--- config.mk ---
export PLATFORM = sky130hd
export DESIGN_NAME = dbg_sba_mem_bridge
export DESIGN_NICKNAME = d
export VERILOG_FILES = /design/src/rtl/dbg_sba_pkg.sv /design/src/rtl/dbg_sba_lane_adapter.sv /design/src/rtl/dbg_sba_mem_bridge.sv
export SDC_FILE = /design/constraint.sdc
export NUM_CORES = 1
export LEC_CHECK = 0
export ABC_AREA = 1
export CORE_ASPECT_RATIO = 0.7
export CORE_MARGIN = 2
export CORE_UTILIZATION = 25
export DETAILED_ROUTE_END_ITERATION = 6
export DONT_BUFFER_PORTS = 1
export SYNTH_ARGS = -nofsm -noshare
export SYNTH_HDL_FRONTEND = slang
export SYNTH_SLANG_ARGS = --single-unit
--- constraint.sdc ---
create_clock -name clk_i -period 2.15 [get_ports clk_i]
set_input_delay 0.43 -clock clk_i [delete_from_list [all_inputs] [get_ports clk_i]]
set_output_delay 0.43 -clock clk_i [all_outputs]
set_load 0.01 [all_outputs]
--- src/rtl/dbg_sba_pkg.sv ---
// Shared types and helpers for the SBA-to-memory bridge.
package dbg_sba_pkg;

  localparam int unsigned MaxAddrW = 64;

  typedef enum logic [1:0] {
    IDLE = 2'd0,
    REQ  = 2'd1,
    WAIT = 2'd2,
    RESP = 2'd3
  } state_e;

  typedef struct packed {
    logic two_beat;
    logic first_lane;
  } beat_plan_t;

  function automatic logic region_hit(input logic [MaxAddrW-1:0] addr,
                                      input logic [MaxAddrW-1:0] base,
                                      input int unsigned         awidth);
    return (addr >> awidth) == (base >> awidth);
  endfunction

endpackage

--- src/rtl/dbg_sba_lane_adapter.sv ---
// Combinational lane select for write data/byte enables and read-data
// replication between the SBA bus and a narrower target word.
module dbg_sba_lane_adapter #(
  parameter int unsigned BusWidth     = 64,
  parameter int unsigned TgtDataWidth = 32
) (
  input  logic                      lane_i,
  input  logic                      two_beat_i,
  input  logic [BusWidth-1:0]       wdata_i,
  input  logic [BusWidth/8-1:0]     be_i,
  input  logic [BusWidth-1:0]       asm_i,
  output logic [TgtDataWidth-1:0]   tgt_wdata_o,
  output logic [TgtDataWidth/8-1:0] tgt_be_o,
  output logic [BusWidth-1:0]       rdata_o
);

  localparam int unsigned BeW  = BusWidth / 8;
  localparam int unsigned TBeW = TgtDataWidth / 8;

  if (BusWidth == 2 * TgtDataWidth) begin : g_split
    assign tgt_wdata_o = lane_i ? wdata_i[BusWidth-1 -: TgtDataWidth] : wdata_i[TgtDataWidth-1:0];
    assign tgt_be_o    = lane_i ? be_i[BeW-1 -: TBeW] : be_i[TBeW-1:0];
    // Single-beat reads mirror the one fetched word into both halves.
    assign rdata_o = two_beat_i ? asm_i :
                     lane_i     ? {2{asm_i[BusWidth-1 -: TgtDataWidth]}} :
                                  {2{asm_i[TgtDataWidth-1:0]}};
  end else begin : g_pass
    assign tgt_wdata_o = wdata_i;
    assign tgt_be_o    = be_i;
    assign rdata_o     = asm_i;
  end

endmodule

--- src/rtl/dbg_sba_mem_bridge.sv ---
// Bridge from the debug module SBA master port to NumTargets memory-like
// targets: region decode, lane/beat splitting, read-only protection, timeout.
module dbg_sba_mem_bridge
  import dbg_sba_pkg::*;
#(
  parameter int unsigned NumTargets    = 2,
  parameter int unsigned AddrWidth     = 64,
  parameter int unsigned BusWidth      = 64,
  parameter int unsigned TgtDataWidth  = 32,
  parameter int unsigned TgtAddrWidth  = 16,
  parameter logic [NumTargets-1:0][AddrWidth-1:0] TgtBase = {64'h0000_0000_0001_0000, 64'h0},
  parameter logic [NumTargets-1:0] TgtReadOnly = '0,
  parameter int unsigned TimeoutCycles = 255
) (
  input  logic                                     clk_i,
  input  logic                                     rst_i,
  input  logic                                     sba_req_i,
  input  logic [AddrWidth-1:0]                     sba_addr_i,
  input  logic                                     sba_we_i,
  input  logic [BusWidth-1:0]                      sba_wdata_i,
  input  logic [BusWidth/8-1:0]                    sba_be_i,
  output logic                                     sba_gnt_o,
  output logic                                     sba_rvalid_o,
  output logic [BusWidth-1:0]                      sba_rdata_o,
  output logic                                     sba_err_o,
  output logic [NumTargets-1:0]                    tgt_req_o,
  output logic                                     tgt_we_o,
  output logic [TgtAddrWidth-1:0]                  tgt_addr_o,
  output logic [TgtDataWidth-1:0]                  tgt_wdata_o,
  output logic [TgtDataWidth/8-1:0]                tgt_be_o,
  input  logic [NumTargets-1:0]                    tgt_gnt_i,
  input  logic [NumTargets-1:0]                    tgt_rvalid_i,
  input  logic [NumTargets-1:0][TgtDataWidth-1:0]  tgt_rdata_i
);

  localparam int unsigned BeW   = BusWidth / 8;
  localparam int unsigned TBeW  = TgtDataWidth / 8;
  localparam int unsigned LaneBit = $clog2(TBeW);
  localparam int unsigned IdxW  = (NumTargets > 1) ? $clog2(NumTargets) : 1;
  localparam int unsigned CntW  = (TimeoutCycles > 255) ? $clog2(TimeoutCycles + 1) : 8;

  state_e                  state_q, state_d;
  logic [TgtAddrWidth-1:0] addr_q, addr_d;
  logic                    we_q, we_d;
  logic [BusWidth-1:0]     wdata_q, wdata_d;
  logic [BeW-1:0]          be_q, be_d;
  logic [IdxW-1:0]         idx_q, idx_d;
  beat_plan_t              plan_q, plan_d;
  logic                    beat_q, beat_d;
  logic                    err_q, err_d;
  logic [CntW-1:0]         cnt_q, cnt_d;
  logic [BusWidth-1:0]     asm_q, asm_d;

  logic                    hit;
  logic [IdxW-1:0]         idx;
  beat_plan_t              plan;
  logic                    cur_lane, active, timeout;
  logic [CntW-1:0]         cnt_inc;
  logic [BusWidth-1:0]     rdata_lane;
  logic [TgtDataWidth-1:0] wdata_lane;
  logic [TBeW-1:0]         be_lane;

  always_comb begin
    hit = 1'b0;
    idx = '0;
    for (int unsigned i = 0; i < NumTargets; i++) begin
      if (!hit && region_hit(MaxAddrW'(sba_addr_i), MaxAddrW'(TgtBase[i]), TgtAddrWidth)) begin
        hit = 1'b1;
        idx = IdxW'(i);
      end
    end
  end

  if (BusWidth == 2 * TgtDataWidth) begin : g_plan
    logic lo_any, hi_any;
    assign lo_any = |sba_be_i[TBeW-1:0];
    assign hi_any = |sba_be_i[BeW-1:TBeW];
    assign plan.two_beat   = lo_any & hi_any;
    assign plan.first_lane = (lo_any | hi_any) ? (hi_any & ~lo_any) : sba_addr_i[LaneBit];
    assign tgt_addr_o = active ? ((addr_q & ~TgtAddrWidth'(BeW - 1)) |
                                  (cur_lane ? TgtAddrWidth'(TBeW) : '0)) : '0;
  end else begin : g_noplan
    assign plan = '0;
    assign tgt_addr_o = active ? (addr_q & ~TgtAddrWidth'(TBeW - 1)) : '0;
  end

  assign cur_lane = plan_q.first_lane | beat_q;
  assign active   = ((state_q == REQ) || (state_q == WAIT)) && !err_q;
  assign cnt_inc  = cnt_q + CntW'(1);
  assign timeout  = (TimeoutCycles != 0) && (cnt_inc == CntW'(TimeoutCycles));

  always_comb begin
    state_d   = state_q;
    addr_d    = addr_q;
    we_d      = we_q;
    wdata_d   = wdata_q;
    be_d      = be_q;
    idx_d     = idx_q;
    plan_d    = plan_q;
    beat_d    = beat_q;
    err_d     = err_q;
    cnt_d     = '0;
    asm_d     = asm_q;
    sba_gnt_o = 1'b0;
    unique case (state_q)
      IDLE: begin
        if (sba_req_i && !rst_i) begin
          sba_gnt_o = 1'b1;
          addr_d    = sba_addr_i[TgtAddrWidth-1:0];
          we_d      = sba_we_i;
          wdata_d   = sba_wdata_i;
          be_d      = sba_be_i;
          idx_d     = idx;
          plan_d    = plan;
          beat_d    = 1'b0;
          asm_d     = '0;
          err_d     = !hit || (sba_we_i && (TgtReadOnly[idx] || (sba_be_i == '0)));
          state_d   = REQ;
        end
      end
      // An error flagged at decode still passes through REQ for one cycle
      // (with tgt_req_o masked) so the response timing matches two cycles.
      REQ: begin
        cnt_d = cnt_inc;
        if (err_q) begin
          state_d = RESP;
          cnt_d   = '0;
        end else if (tgt_gnt_i[idx_q]) begin
          state_d = WAIT;
          cnt_d   = '0;
        end else if (timeout) begin
          state_d = RESP;
          err_d   = 1'b1;
          asm_d   = '0;
          cnt_d   = '0;
        end
      end
      WAIT: begin
        cnt_d = cnt_inc;
        if (tgt_rvalid_i[idx_q]) begin
          cnt_d = '0;
          if (cur_lane) asm_d[BusWidth-1 -: TgtDataWidth] = tgt_rdata_i[idx_q];
          else          asm_d[TgtDataWidth-1:0]           = tgt_rdata_i[idx_q];
          if (plan_q.two_beat && !beat_q) begin
            beat_d  = 1'b1;
            state_d = REQ;
          end else begin
            state_d = RESP;
          end
        end else if (timeout) begin
          state_d = RESP;
          err_d   = 1'b1;
          asm_d   = '0;
          cnt_d   = '0;
        end
      end
      RESP: state_d = IDLE;
      default: state_d = IDLE;
    endcase
  end

  always_ff @(posedge clk_i) begin
    if (rst_i) begin
      state_q <= IDLE;
      addr_q  <= '0;
      we_q    <= 1'b0;
      wdata_q <= '0;
      be_q    <= '0;
      idx_q   <= '0;
      plan_q  <= '0;
      beat_q  <= 1'b0;
      err_q   <= 1'b0;
      cnt_q   <= '0;
      asm_q   <= '0;
    end else begin
      state_q <= state_d;
      addr_q  <= addr_d;
      we_q    <= we_d;
      wdata_q <= wdata_d;
      be_q    <= be_d;
      idx_q   <= idx_d;
      plan_q  <= plan_d;
      beat_q  <= beat_d;
      err_q   <= err_d;
      cnt_q   <= cnt_d;
      asm_q   <= asm_d;
    end
  end

  dbg_sba_lane_adapter #(
    .BusWidth     (BusWidth),
    .TgtDataWidth (TgtDataWidth)
  ) u_lane (
    .lane_i      (cur_lane),
    .two_beat_i  (plan_q.two_beat),
    .wdata_i     (wdata_q),
    .be_i        (be_q),
    .asm_i       (asm_q),
    .tgt_wdata_o (wdata_lane),
    .tgt_be_o    (be_lane),
    .rdata_o     (rdata_lane)
  );

  assign tgt_req_o    = ((state_q == REQ) && !err_q) ? (NumTargets'(1) << idx_q) : '0;
  assign tgt_we_o     = active & we_q;
  assign tgt_wdata_o  = active ? wdata_lane : '0;
  assign tgt_be_o     = active ? be_lane : '0;
  assign sba_rvalid_o = (state_q == RESP);
  assign sba_err_o    = (state_q == RESP) & err_q;
  assign sba_rdata_o  = ((state_q == RESP) && !err_q && !we_q) ? rdata_lane : '0;

endmodule

# Word-level counts from Yosys, hierarchy flattened
# Cells that the tools add are included.
# W data, S select, Z words.
[word_totals]
register_bits = 168
input_bits = 208
out_inout_bits = 122
elab_cells = 122
[op_classes]
add_sub_neg = 1
n_lt_le_gt_ge = 2
eq_ne = 14
shift = 1
muxes = 54
bitwise_logic = 8
n_reduce_logical = 29
[ops]
columns = ["op", "n"]
rows = [
  ["$mux W64", 8],
  ["$mux W32", 6],
  ["$pmux W64 S3", 1],
  ["$logic_not A64 Y1", 1],
  ["$eq A48 B1 Y1 const B", 1],
  ["$mux W8", 4],
  ["$mux W1", 20],
  ["$mux W16", 1],
  ["$or A16 B3 Y16", 1],
  ["$pmux W8 S2", 1],
  ["$mux W2", 7],
  ["$ne A2 B2 Y1 const B", 5],
  ["$reduce_and A5 Y1", 2],
  ["$add A8 B1 Y8 const B", 1],
  ["$eq A8 B8 Y1 const B", 1],
  ["$logic_and A1 B1 Y1", 8],
  ["$logic_not A8 Y1", 1],
  ["$mux W4", 2],
  ["$pmux W2 S4", 1],
  ["$reduce_and A4 Y1", 2],
  ["$reduce_or A4 Y1", 2],
  ["$logic_not A1 Y1", 6],
  ["$ne A3 B3 Y1 const B", 2],
  ["$and A1 B1 Y1", 4],
  ["other kinds (15)", 21],
]

# Depth between registers and ports, before layout
# Gate-level depths: netlist (run 1).
[logic_depth]
word_depth = 12
mapped_depth = 14
mapped_depth_nobuf = 13

# Hierarchy
# Synthesis (run 1) repeated with hierarchy kept, for this count alone.
[unflattened]
hier_cells = 1844
area_unflattened_um2 = 10451.3
[by_module_without_submodules]
columns = ["mod", "instances", "cells_per_inst", "area_per_inst_um2", "seq_area_each_um2"]
rows = [
  ["dbg_sba_mem_bridge", 1, 1421, 8749.6, 3303.2],
  ["dbg_sba_lane_adapter", 1, 423, 1701.6, 0.0],
]

# Worst setup path after synthesis (run 1)
# Ideal clock, no wire load.
[synth_path]
kind = "register to output"
from = "register state_q[0]"
to = "output port sba_rdata_o[33]"
t_arrival_ns = 1.569
required_ns = 1.720
setup_slack_ns = 0.151
path_stages_with_launch = 7
n_path_buf = 1
path_cell_list = "dfxtp_1 > ha_1 > inv_1 > nor3_1 > clkbuf_1 > nand2_1 > a21oi_1"
[synth_between]
elab_chain_len = 4
[synth_rtl]
columns = ["item", "line", "rtl"]
rows = [
  ["start, declared", "dbg_sba_mem_bridge.sv:42", "state_e state_q, state_d;"],
  ["start signal, assigned", "dbg_sba_mem_bridge.sv:176", "state_q <= state_d;"],
  ["$eq A2 B2 Y1", "--", ""],
  ["net sba_rvalid_o", "dbg_sba_mem_bridge.sv:23", "output logic sba_rvalid_o,"],
  ["$logic_and A1 B1 Y1 (2 in a row)", "dbg_sba_mem_bridge.sv:210", "assign sba_rdata_o = ((state_q == RESP) && !err_q && !we_q) ? rdata_lane : '0;"],
  ["$mux W64", "dbg_sba_mem_bridge.sv:210", ""],
  ["end, declared", "dbg_sba_mem_bridge.sv:24", "output logic [BusWidth-1:0] sba_rdata_o,"],
]
# The timed path passes the listed nets, and every way through them passes these cells.

# Final worst setup path (run 1)
[layout_path]
from = "register state_q[0]"
to = "output port sba_rdata_o[45]"
[layout_between]
elab_chain_len = 4
[layout_rtl]
columns = ["item", "line"]
rows = [
  ["$eq A2 B2 Y1", "dbg_sba_mem_bridge.sv:210"],
  ["$logic_and A1 B1 Y1 (2 in a row)", "dbg_sba_mem_bridge.sv:210"],
  ["$mux W64", "dbg_sba_mem_bridge.sv:210"],
]
# Every way passes these cells.

==> results of run 1 <==
-- routing by layer --
metal | up-vias | global-route usage, % | part of all wire [%]
li1 | 5064 | - | -
met1 | 4909 | 23.1 | 43
met2 | 421 | 31.1 | 47
met3 | 56 | 5.32 | 7.4
met4 | 14 | 5.69 | 2.3
met5 | - | 0 | 0.21
-- repair_timing --
action,4_1_cts,5_1_grt
endpoints found under the setup margin,118,166
resized for setup,215,79
pin swaps,8,36
buffers inserted,9,23
gates cloned,9,11
-- area by class of cell --
cell class	instances	area [sq um]
tap	488	611
inverter	114	438
antenna	3	7.51
clock buffer	17	425
sequential	165	3320
multi-input combinational	1152	6280
fill	3953	24500
clock inverter	15	151
timing repair buffer	140	1660
-- report_power, final --
part | total (W) | leakage [nW] | switching, W | internal [W]
registers | 0.00330 | 1.35 | 0.0000935 | 0.00321
clock network | 0.00308 | 0.279 | 0.00153 | 0.00155
logic | 0.00197 | 3.45 | 0.00129 | 0.000676
-- worst paths after layout --
check                  start         endpoint
setup / recovery  state_q[0]  sba_rdata_o[45]
hold / removal         rst_i         asm_q[1]
hold reg to reg    asm_q[46]        asm_q[46]
setup reg to reg  state_q[1]        asm_q[15]
-- critical path, cell delays in order (launching register included) --
cell	delay [ps]
dfxtp_4	390
ha_4	150
inv_2	40
nor3_4	130
buf_6	180
buf_12	150
nand2_4	70
a21oi_4	200
buf_6	130
-- flip-flops by register name (all words and copies together) (netlist names) --
register / flops
asm_q: 64
we_q: 1
beat_q: 1
plan_q: 2
addr_q: 13
state_q: 2
cnt_q: 8
be_q: 8
err_q: 1
idx_q: 1
wdata_q: 64
-- kinds of logic (layout without fill, tap and decap cells) --
kind of cell,Yosys count,in the layout
buffers and inverters,225,286
AND/OR/NAND/NOR,791,791
other,1,5
AO/OA/AOI/OAI,352,352
adder cells (fa/ha/maj),7,7
flip-flops,165,165
-- stage by stage --
| stage | instance area (sq um) | utilization [%] | setup TNS, ps |
|---|---|---|---|
| detailed placement | 10500 | 28.1 | -21.9 |
| finish | 12900 | 34.5 | -8230 |
| CTS | 12300 | 32.9 | -19270 |
| floorplan | 9540 | - | 0 |
| global placement | 10500 | 28.1 | 0 |
| global route | 12900 | 34.5 | -18050 |
-- cell usage in the layout (no fill, tap or decap), drive strengths merged --
master and n:
a211oi 36, a21oi 182, a31oi 1, a32oi 1
buf 130, clkbuf 27, clkinv 5, clkinvlp 2
conb 2, dfxtp 165, diode 3, ha 7
inv 122, nand2 412, nand3 104, nand4 7
nor2 258, nor3 4, nor3b 1, nor4 3
o21ai 128, o21bai 2, o31ai 2, or2 2
==> metrics, run 1 <==
Synth top area share around a third; CTS Hold Bufs 0; chip width 237 um; Yosys reg bits around 170; Core ar. 37400 sq um; RSZ-0062 raised after global routing yes; Slew @ Worst Pin 880 ps; top-count cell post-synth nand2_1; I/O Pins 330; via count 10500; asr flop ratio synth 0%; CTS tree built; EDFF count, synth 0; Worst Hold Class in -> reg; layout cells sized above 1 around a quarter; Synth Area in Simple Gates between 30% and 40%; H-Tree Depth 4; Final Slew Violations 0; xor and xnor fraction of the mapped netlist area 0%; grt ovf 0; GRT Resource Usage Total 18.6%; WHS Path Cells 1; minimum clock period 2320 ps; clk slew on worst S/H paths 70 ps; max-cap viol count 0; antenna viol nets, final 0; clk buf depth 2; multiplexer area fraction after synthesis 0%; Avg Cell Area, Syn 6.19 sq um; Clock Tree Root clkbuf_16; Rows 59; Initial Utilization between 20% and 30%; drt wl/cell 18.8 um; drt initial violations 790; crit path DAT 1890 ps; Cells after Synth around 1500; area delta synth->final 35.3%; initial antenna violation count 11; post-detail-place hpwl around 25000 um; violated checks setup timing; clock skew between 10 and 15 ps; IO buf count 0; Final Non-Filler Cells 2094; crit start category register; PD cells between 600 and 700 nW/um^2; first-pass GRT wire length 56800 um; worst path required time 1720 ps; total wire length slightly below 40000 um; FF-to-FF setup slack 170 ps; combinational family with the most area after synthesis simple AND/OR/NAND/NOR gates; TritonRoute pass-1 iters 7; Compound-Gate Fraction of Synth Area between 20 and 25%; Critical Path Fanout Max 5; setup violators final 108; vias in the first global route 9767; final net count 1805; dpl ws -21.9 ps; ys flop type dfxtp_1; R2R depth 9; Netlist Area Pre-Place 9530 sq um; top cells by area, synth dfxtp_1 (35%), nand2_1 (16%), nor2_1 (10%), a21oi_1 (9.1%), o21ai_0 (6.6%); Fin. Hold Viols 0; largest net degree at the start of global routing 92; Crit Path Category reg -> out; Final WS setup -172 ps; Sink Count 165; Die H ~170 um; DR vias/cell between 4 and 5; leakage 5.08 nW; largest area contributor in the netlist dfxtp_1; CTS Buf Count 17; max_slew headroom around 41%; worst skew pair latency between 400 and 500 ps; Crit. End Element output port; number of cells after detailed placement approximately 2000; outcome complete, but fails checks; total power 0.00835 W; commonest cells in the netlist nand2_1 (400), nor2_1 (254), a21oi_1 (174); Synth Warn # 0; Worst VDD drop 0.000424 V; Die Area 39700 sq um; area share of fa/ha/maj cells after synthesis 0.919%; sequential fraction of the synthesis area 34.7%; Cell variety after synth 37; DRC 0; fmax between 400 and 500 MHz; fin crit share 108%; WHS between 50 and 60 ps; gpl congestion 0.797
Power figures use the tool's default switching activity.
==> run 2, diff against run 1 <==
--- a/config.mk
+++ b/config.mk
@@ -11,6 +11,7 @@
 export CORE_UTILIZATION = 25
 export DETAILED_ROUTE_END_ITERATION = 6
 export DONT_BUFFER_PORTS = 1
+export GPL_ROUTABILITY_DRIVEN = 0
 export SYNTH_ARGS = -nofsm -noshare
 export SYNTH_HDL_FRONTEND = slang
 export SYNTH_SLANG_ARGS = --single-unit
==> results of run 2 <==
The final DEF is identical to that of run 1; final timing and power are the same.
==> RTL change 1, RTL diff (flow settings as in run 1) <==
Put a register stage on the output `sba_err_o`, with the module's reset. The value now appears one clock later. The other outputs are not delayed to match.
--- a/src/rtl/dbg_sba_mem_bridge.sv
+++ b/src/rtl/dbg_sba_mem_bridge.sv
@@ -206,7 +206,13 @@
   assign tgt_wdata_o  = active ? wdata_lane : '0;
   assign tgt_be_o     = active ? be_lane : '0;
   assign sba_rvalid_o = (state_q == RESP);
-  assign sba_err_o    = (state_q == RESP) & err_q;
+  always_ff @(posedge clk_i) begin
+    if (rst_i) begin
+      sba_err_o <= '0;
+    end else begin
+      sba_err_o <= (state_q == RESP) & err_q;
+    end
+  end
   assign sba_rdata_o  = ((state_q == RESP) && !err_q && !we_q) ? rdata_lane : '0;
 
 endmodule
Behaviour: not the same (a bounded check fails within 4 cycles, from zero or initial values and one cycle with rst_i high).
==> RTL change 1 against run 1 <==
- the run still ends with negative setup slack left
- critical path type unchanged
- global-route usage down 0.83 points
- synthesized area fell by 1.2%
- sequential cell count increased by 1
- design area decreased by 1.7%
- power is 3.9% higher
- setup slack lost 0.075 ns
- sequential power barely moved
- wire length fell by 6.9%
- critical endpoint is now tgt_wdata_o[29]
==> RTL change 1: results (changes against run 1) <==
grt_pass1_vias: 9738  # -0.30%
nNetsFinal: 1792  # -0.72%
arrival_ns: 1.97  # +0.08 ns
grt_usage: 0.177  # -0.00835
grt_pass1_wl_microns: 54500  # -3.9%
failed_checks: "negative setup slack"
hold_path_end: "beat_q"
place_worst_setup_slack_ns: 0.0987  # +0.121 ns
placed_area_sq_um: 10400  # -0.39%
routabilityCongestion: 0.820  # +2.9%
ys_seq_area_frac: 0.353  # +0.00636
reg2regPathDepth: 11  # +2
synth_cell_types: 34  # -8.1%
antenna_found_initial: 3  # -8
worst_slack_ns: -0.247  # -0.0754 ns
placed_cells: 2014  # +0.15%
tns_ns: -15.79  # -7.56 ns
synthTopCellsByCount: "nand2_1 (402), nor2_1 (256), a21oi_1 (181), dfxtp_1 (166), o21ai_0 (124)"
final-setup-viol-count: 115  # +6.5%
vias_per_cell: 5.01  # +0.29%
pwr-share-seq: 0.381  # -0.015
status: "complete, but fails checks"
rr_startpoint: "idx_q"
wire_per_inst_microns: 17.6  # -6.1%
wl_met3_microns: 2130  # -27%
first_pass_iters: 5  # -2
## RTL change 1: cell count changes in the layout (fill, tap and decap cells not counted), moves of 9 or more
| cell | run 1 | this run |
|---|---|---|
| nor2_2 | 19 | 9 |
| nand3_1 | 96 | 105 |
| nand2_2 | 25 | 11 |
| nor2_1 | 198 | 212 |
## RTL change 1: timing repair
item	4_1_cts	5_1_grt
cloned	10	3
setup endpoints to repair	115	134
pin swaps	21	27
gates resized for setup	194	90
hold buffers	0	0
buffers inserted	13	9
## RTL change 1: area by class of cell
type | count | area [sq um]
well taps | 488 | 611
inverters | 112 | 433
fillers | 3897 | 24500
multi-input cells | 1150 | 6120
clock inverters | 9 | 201
flip-flops and latches | 166 | 3340
clock buffers | 19 | 443
repair buffers | 130 | 1520
diodes | 2 | 5.00
## RTL change 1: kinds of logic (layout without fill, tap and decap cells)
logic type | Yosys count | count (layout) | share of synthesized area
other | 1 | 4 | 0.000398
buffers and inverters | 223 | 270 | 0.0986
flip-flops | 166 | 166 | 0.353
AO/OA/AOI/OAI | 352 | 352 | 0.201
adder cells (fa/ha/maj) | 7 | 7 | 0.00930
AND/OR/NAND/NOR | 789 | 789 | 0.338
## RTL change 1: worst max path at each step
stage | startpoint | endpoint | slack [ns] | cells after the start
2_1_floorplan | state_q[0] | sba_rdata_o[33] | 0.16 | 6
3_3_place_gp | state_q[0] | tgt_wdata_o[11] | 0.16 | 6
3_5_place_dp | state_q[1] | tgt_wdata_o[11] | 0.1 | 6
4_1_cts | plan_q[0] | sba_rdata_o[44] | -0.17 | 8
5_1_grt | state_q[0] | sba_rdata_o[41] | -0.33 | 8
6_report | state_q[0] | tgt_wdata_o[29] | -0.25 | 7
==> RTL change 2, RTL diff (flow settings as in run 1) <==
Without the edit above. Change the package constant `MaxAddrW` from 64 to 32.
--- a/src/rtl/dbg_sba_pkg.sv
+++ b/src/rtl/dbg_sba_pkg.sv
@@ -1,7 +1,7 @@
 // Shared types and helpers for the SBA-to-memory bridge.
 package dbg_sba_pkg;
 
-  localparam int unsigned MaxAddrW = 64;
+  localparam int unsigned MaxAddrW = 32;
 
   typedef enum logic [1:0] {
     IDLE = 2'd0,
Function: changed (a bounded check fails within 4 cycles, from zero or initial values and one cycle with rst_i high).
==> RTL change 2 against run 1 <==
- the run still ends with negative setup slack left
- power up 9.5%
- synthesized cell count fell by 1.9%
- synthesized area fell by 1.6%
- global-route usage decreased by 0.34 points
- setup slack got worse by 0.039 ns
- sequential cell count unchanged
- wire length down 0.18%
- sequential power hardly changed
- sequential share of layout area is 0.90 points lower
- largest power group is now the clock network
- design area grew 3.4%
- critical path depth is 2 lower
- critical endpoint is now tgt_wdata_o[14]
==> RTL change 2: results (changes against run 1) <==
status: "complete, but fails checks"
failed_checks: "negative setup slack"
layout.cells.non_filler: 2065  # -1.4%
place_worst_setup_slack_ns: 0.0461  # +0.0681 ns
num-fill-cells: 3813  # -3.5%
tightest_slew_ns: 0.597  # -0.283 ns
final_layout_size_suffix_gt1_frac: 0.248  # +0.00948
grt_usage: 0.182  # -0.00344
grt_max_degree: 107  # +16%
placed_area_sq_um: 10400  # -0.94%
ys_async_sr_fraction: 0  # unchanged
cts_made_buffers: 17  # unchanged
skew_ns: 0.0106  # -0.00152 ns
final-setup-viol-count: 106  # -1.9%
grt_pass1_wl_microns: 55100  # -2.9%
ys_top_cells_by_area: "dfxtp_1 (35%), nand2_1 (16%), nor2_1 (9.4%), a21oi_1 (9.2%), o21ai_0 (6.7%)"
cp_max_fo: 8  # +3
hold_path_class: "in2reg"
first_pass_iters: 7  # unchanged
htreeDepth: 4  # unchanged
cts_buffer_depth: 2  # unchanged
yosysWarnings: 0  # unchanged
insertion_delay_ns: 0.45
antenna_found_initial: 4  # -7
root_buffer: "clkbuf_16"
vdd_drop_max_uv: 522  # +23%
drt-total-wl_microns: 39200  # -0.18%
arrival_ns: 1.93  # +0.04 ns
vias: 10600  # +0.89%
nNetsFinal: 1776  # -1.6%
drt_iter0_markers: 880  # +11%
power.leakage_nw: 5.13  # +0.99%
synth_cell_types: 33  # -11%
cp_slowest_cell: "dfxtp_4"
ys_seq_area_frac: 0.352  # +0.00564
rrSetupSlack_ns: 0.16
grt_pass1_vias: 9395  # -3.8%
reg.largest.list: "asm_q x64, wdata_q x64, addr_q x13"
hpwl_microns: 21200  # -15%
clk_pin_slew_ns: 0.07  # about the same
critPathMaxStageDelay_ns: 0.38
io_buffers: 0  # unchanged
routabilityCongestion: 0.834  # +4.7%
synth.avg_cell_area_sq_um: 6.20  # +0.29%
ctsHoldBuffers: 0  # unchanged
synthTopCellsByCount: "nand2_1 (406), nor2_1 (234), a21oi_1 (173), dfxtp_1 (165), o21ai_0 (125)"
worst_slack_ns: -0.211  # -0.0395 ns
placed_cells: 1977  # -1.7%
[RTL change 2: changes by cell type in the layout (fill, tap and decap cells not counted), moves of 5 or more]
| cell | run 1 | this run |
|---|---|---|
| o21ai_0 | 110 | 102 |
| nand2_8 | 3 | 14 |
| a21oi_4 | 18 | 25 |
| o21ai_2 | 5 | 11 |
| inv_8 | 6 | 0 |
| nand2_2 | 25 | 8 |
| buf_4 | 87 | 76 |
| buf_12 | 17 | 25 |
| nor2_2 | 19 | 8 |
| nor2_4 | 40 | 55 |
| buf_16 | 7 | 12 |
| nor2_1 | 198 | 174 |
[RTL change 2: worst max-delay path: cells and delay by family, from the launching register on]
family          cells  cell delay [ns]
flops               1             0.38
simple gates        1             0.14
fa+ha+maj           1             0.30
compound gates      1             0.22
buf+inv             3             0.42
[RTL change 2: metal layers]
layer	GRT usage	vias to the layer above	wire length, microns
met5	0	-	13
met4	0.0587	2	919
met3	0.0527	60	2770
met2	0.285	458	17700
met1	0.242	5043	17900
li1	-	4994	-
[RTL change 2: area by class of cell]
cell class	instances	area (sq um)	area share
tap	488	611	0.0458
antenna	3	7.51	0.000563
multi-input combinational	1126	6510	0.488
inverter	111	427	0.0320
clock inverter	9	141	0.0106
clock buffer	23	478	0.0358
sequential	165	3320	0.249
timing repair buffer	140	1850	0.139
[RTL change 2: what timing repair did]
item / 4_1_cts / 5_1_grt
gates cloned: 12 / 8
resized for setup: 210 / 166
pin swaps: 47 / 41
buffers inserted: 17 / 18
setup endpoints to repair: 116 / 185
[RTL change 2: worst paths after layout]
check	start	to	cells past startpoint
setup / recovery	state_q[1]	tgt_wdata_o[14]	6
hold / removal	rst_i	asm_q[10]	1
setup reg to reg	state_q[0]	asm_q[12]	12
hold reg to reg	wdata_q[19]	wdata_q[19]	2
[RTL change 2: through the flow]
step	hold slack [ns]	setup TNS (ns)	utilization
floorplan	0.430	0	-
global placement	0.439	0	0.280
detailed placement	0.445	0	0.280
CTS	0.00926	-15.16	0.331
global route	0.0118	-22.45	0.360
finish	0.0546	-13.39	0.360
[RTL change 2: report_power, final]
part           internal [mW]  switching, mW  leakage, nW
clock network           1.94           1.43        0.299
registers               3.22         0.0863         1.35
logic                  0.882           1.59         3.48
total                   6.04           3.11         5.13
[RTL change 2: logic make-up (layout without fill, tap and decap cells)]
family                     count (synthesis)  count (layout)  synth area share
and+or+nand+nor                          765             765             0.335
AOI/OAI and AO/OA                        352             352             0.205
buffers and inverters                    222             283            0.0988
DFF                                      165             165             0.352
adders and majority gates                  7               7           0.00934
other                                      1               5          0.000400
